File: config.mk
export PLATFORM = sky130hd
export DESIGN_NAME = alu_seq
export DESIGN_NICKNAME = d
export VERILOG_FILES = /design/src/rtl/alu_seq.sv
export SDC_FILE = /design/constraint.sdc
export NUM_CORES = 1
export LEC_CHECK = 0
export ABC_CLOCK_PERIOD_IN_PS = 2400
export CELL_PAD_IN_SITES_DETAIL_PLACEMENT = 0
export CELL_PAD_IN_SITES_GLOBAL_PLACEMENT = 1
export CORE_MARGIN = 5
export CORE_UTILIZATION = 36
export DETAILED_ROUTE_END_ITERATION = 10
export PLACE_DENSITY = 0.89
export SYNTH_ARGS = -nofsm -noshare
export SYNTH_HDL_FRONTEND = slang
export SYNTH_SLANG_ARGS = --single-unit
export TNS_END_PERCENT = 50
File: constraint.sdc
create_clock -name clk -period 2.4 [get_ports clk]
set_input_delay 0.72 -clock clk [delete_from_list [all_inputs] [get_ports clk]]
set_output_delay 0.72 -clock clk [all_outputs]
set_load 0.01 [all_outputs]
File: src/rtl/alu_seq.sv
// Sequencer wrapped around an external registered ALU: owns a 4 x 8 register
// file, issues one operation at a time (IDLE -> EXEC -> WB) and commits results/flags.
module alu_seq (
  input  logic       clk,
  input  logic       rst,
  input  logic       req_valid,
  output logic       req_ready,
  input  logic [2:0] req_op,
  input  logic [1:0] req_rd,
  input  logic [1:0] req_rs,
  input  logic [1:0] req_rt,
  input  logic [2:0] req_shamt,
  input  logic       req_setf,
  output logic [7:0] alu_a,
  output logic [7:0] alu_b,
  output logic [2:0] alu_op,
  output logic [2:0] alu_shamt,
  input  logic [7:0] alu_out,
  input  logic [3:0] alu_flags,
  output logic       rsp_valid,
  output logic [7:0] rsp_data,
  output logic [3:0] flags_q,
  input  logic       wr_en,
  input  logic [1:0] wr_addr,
  input  logic [7:0] wr_data,
  input  logic [1:0] dbg_addr,
  output logic [7:0] dbg_data,
  output logic [1:0] dbg_state
);

  // Handshake: a request transfers on a rising edge where req_valid and
  // req_ready are both 1. req_ready depends on state only (high in IDLE), so
  // req_valid held outside IDLE is simply not observed.

  typedef enum logic [1:0] {
    IDLE = 2'd0,
    EXEC = 2'd1,
    WB   = 2'd2
  } state_t;

  state_t     state_q;
  state_t     state_d;
  logic       do_accept;
  logic       do_wb;
  logic [1:0] rd_q;
  logic       setf_q;
  logic [7:0] rf [4];

  // The ALU leaves its carry position undriven; that bit is never stored.
  logic       alu_c_unused;
  assign alu_c_unused = alu_flags[1];

  always_ff @(posedge clk or posedge rst) begin
    if (rst) begin
      state_q <= IDLE;
    end else begin
      state_q <= state_d;
    end
  end

  always_comb begin
    state_d   = state_q;
    req_ready = 1'b0;
    do_accept = 1'b0;
    do_wb     = 1'b0;
    case (state_q)
      IDLE: begin
        req_ready = 1'b1;
        if (req_valid) begin
          do_accept = 1'b1;
          state_d   = EXEC;
        end
      end
      EXEC: state_d = WB;
      WB: begin
        do_wb   = 1'b1;
        state_d = IDLE;
      end
      default: state_d = IDLE;
    endcase
  end

  // Operands are held from accept through WB so the ALU capture edge sees them.
  always_ff @(posedge clk or posedge rst) begin
    if (rst) begin
      alu_a     <= 8'h00;
      alu_b     <= 8'h00;
      alu_op    <= 3'd0;
      alu_shamt <= 3'd0;
      rd_q      <= 2'd0;
      setf_q    <= 1'b0;
    end else if (do_accept) begin
      alu_a     <= rf[req_rs];
      alu_b     <= rf[req_rt];
      alu_op    <= req_op;
      alu_shamt <= req_shamt;
      rd_q      <= req_rd;
      setf_q    <= req_setf;
    end
  end

  // Writeback is assigned last so it overrides an external load to the same entry.
  always_ff @(posedge clk or posedge rst) begin
    if (rst) begin
      for (int i = 0; i < 4; i++) begin
        rf[i] <= 8'h00;
      end
    end else begin
      if (wr_en) begin
        rf[wr_addr] <= wr_data;
      end
      if (do_wb) begin
        rf[rd_q] <= alu_out;
      end
    end
  end

  always_ff @(posedge clk or posedge rst) begin
    if (rst) begin
      rsp_valid <= 1'b0;
      rsp_data  <= 8'h00;
      flags_q   <= 4'h0;
    end else begin
      rsp_valid <= do_wb;
      if (do_wb) begin
        rsp_data <= alu_out;
        if (setf_q) begin
          flags_q <= {alu_flags[3], alu_flags[2], 1'b0, alu_flags[0]};
        end
      end
    end
  end

  assign dbg_data  = rf[dbg_addr];
  assign dbg_state = state_q;

endmodule

==> flow_summary.json <==
{
  "root_buffer": "clkbuf_8",
  "cts_tree": "built",
  "final_nets": 415,
  "diodes": 0,
  "drtIter0Drc": 101,
  "tns_ns": 0,
  "tightest_slew_ns": 0.640,
  "place_congestion": 0.816,
  "rr_worst_depth": 4,
  "synth-compound-area-share_pct": 4.44,
  "worstPathArrival_ns": 1.62,
  "ir_worst_vdd_mv": 0.398,
  "min_path_cells": 2,
  "vias": 2610,
  "dpl.hpwl_um": 6740,
  "antenna_found_initial": 0,
  "synth_xor_xnor_area_share_pct": 0,
  "grt_max_degree": 27,
  "final_common_cell": "clkdlybuf4s50_1",
  "via_per_inst": 5.10,
  "die_h_um": 110,
  "die_area_sq_um": 12100,
  "synth-simple-area-share_pct": 9.22,
  "setup.worst_path.start": "dbg_addr[0]",
  "wire_per_inst_um": 18.1,
  "cp.required_ns": 1.68,
  "finClkSkew_ns": 0.00896,
  "clk_pin_slew_ns": 0.07,
  "r2r_end": "flags_q[2]$_DFFE_PP0P_",
  "drive_above_1_share_pct": 27.2,
  "status": "finished clean",
  "reg2reg_slack_ns": 0.82,
  "hold_ws_ns": 0.489,
  "antenna_left": 0,
  "numCtsBuffers": 9,
  "synth_top_family_by_area": "multiplexers",
  "setup_viol": 0,
  "drc": 0,
  "syn_area_per_cell_sq_um": 13.0,
  "io_pins": 87,
  "ys.flop_type": "dfrtp_1",
  "seq_area_sq_um": 1780,
  "timing.final.hold_violations": 0,
  "hold_buffers": 0,
  "synthToLayoutAreaGrowth_pct": 35.0,
  "path_max_fanout": 8,
  "cts_htree_levels": 3,
  "maxCapViolations": 0,
  "worstHoldStart": "rsp_data[7]$_DFFE_PP0P_",
  "rows": 36,
  "final_cell_mix": "clkdlybuf4s50_1, dfrtp_1, nand2_1",
  "synthCells": 277,
  "ys_types": 28,
  "start_kind": "input pin",
  "synth_edf_count": 0,
  "fillers": 882,
  "min_period_over_period_pct": 97.3,
  "async_flop_share_pct": 100,
  "totalWireLength_um": 9290,
  "clock_sinks": 71,
  "synth_fa_ha_area_share_pct": 0,
  "core_sq_um": 9770,
  "min_to": "rsp_data[7]$_DFFE_PP0P_",
  "r2r_start": "dbg_state[0]$_DFFE_PP0P_",
  "rsz0062_at_grt": "no",
  "cts_max_path_buffers": 2,
  "synth_seq_cells": 71,
  "synth_area_sq_um": 3610,
  "grt_pass1_vias": 2858,
  "start_util_pct": 36.9,
  "clk_latency_ns": 0.35,
  "slew_violations": 0,
  "track_usage_pct": 16.4,
  "io_buffers": 84,
  "syn_nets": 318,
  "critPathKind": "in2out",
  "timing.slew.headroom_pct": 57.3,
  "min_path_type": "reg2reg",
  "fp.dieW_um": 110,
  "ys_warn_count": 0,
  "leakagePower_uw": 0.00217,
  "grt_pass1_wl_um": 14900,
  "grt_overflow": 0,
  "synthMuxAreaShare_pct": 32.9,
  "period_minus_slack_ns": 2.34,
  "seq_area_frac_synth_pct": 49.2,
  "end_kind": "output port",
  "multi_input_area_sq_um": 1680,
  "p_per_area_nw_per_um2": 1010,
  "finalPower_uw": 4910,
  "drtPass1Iterations": 4,
  "fmax_mhz": 428
}
==> worst max path at each step <==
| stage | slack, ns | end | cells after the start |
|---|---|---|---|
| after detailed placement | -0.73 | dbg_data[4] | 4 |
| after floorplan | 0.19 | dbg_data[0] | 2 |
| after CTS | 0.05 | dbg_data[7] | 4 |
| after global routing | 0.009 | req_ready | 2 |
| after global placement | -0.72 | dbg_data[4] | 4 |
| final | 0.06 | dbg_data[4] | 4 |
==> cell usage after synthesis (all sizes together), types with 3 or more instances <==
| cell type | number | area share, % |
|---|---|---|
| mux2i | 32 | 8.9 |
| nand2 | 50 | 5.5 |
| o21ai | 24 | 3.3 |
| dfrtp | 71 | 49 |
| mux2 | 28 | 9.0 |
| buf | 15 | 3.4 |
| inv | 3 | 0.45 |
| nor2 | 9 | 1.0 |
| a21oi | 8 | 1.1 |
| mux4 | 24 | 15 |
==> where the power goes <==
part / switching (uW) / internal (uW) / total (uW)
Combinational: 686 / 1190 / 1880
Clock: 464 / 503 / 967
Sequential: 385 / 1680 / 2070
==> state kept, by name, indices dropped and copies added (netlist names), 2 cells and up <==
name,count
rf,32
alu_a,8
alu_b,8
rsp_data,8
alu_op,3
alu_shamt,3
flags_q,3
dbg_state,2
rd_q,2
==> final cells by class <==
| type | instances | area share (%) |
|---|---|---|
| Multi-Input combinational cell | 186 | 34.6 |
| Clock inverter | 6 | 1.23 |
| Sequential cell | 71 | 36.5 |
| Tap cell | 133 | 3.42 |
| Clock buffer | 10 | 2.82 |
| Inverter | 3 | 0.411 |
| Timing Repair Buffer | 103 | 21.1 |
==> stage by stage <==
step | worst slack, ns | cells | cell area [sq um] | utilization, %
finish | 0.0640 | 512 | 4870 | 49.8
floorplan | 0.193 | 277 | 3610 | -
global route | 0.00861 | 512 | 4870 | 49.8
CTS | 0.0495 | 512 | 4870 | 49.8
detailed placement | -0.732 | 495 | 4700 | 48.1
global placement | -0.723 | 495 | 4700 | 48.1
==> critical path: stages <==
cell and delay, ns:
buf_2 0.10, buf_12 0.13, mux4_2 0.52, buf_6 0.14
==> cells by family (layout without fill, tap and decap cells) <==
group | count (synthesis) | count (layout)
buffers and inverters | 20 | 122
DFF | 71 | 71
muxes | 84 | 84
other | 1 | 1
and+or+nand+nor | 69 | 69
AOI/OAI and AO/OA | 32 | 32
==> metal layers <==
layer / part of all wire (%) / up-vias / wire length, um / track usage [%]
li1: - / 1193 / - / -
met1: 40 / 1306 / 3750 / 20.1
met2: 50 / 97 / 4650 / 27.3
met3: 8.2 / 14 / 763 / 4.31
met4: 1.4 / 0 / 131 / 7.21
met5: 0 / - / 0 / 0
==> what timing repair did <==
action                     CTS  global route
buffers inserted             1             0
setup endpoints to repair    8             0
gates resized for setup     44             0
hold endpoints to repair     0             0
No activity file was read; power rests on OpenSTA's default activity.
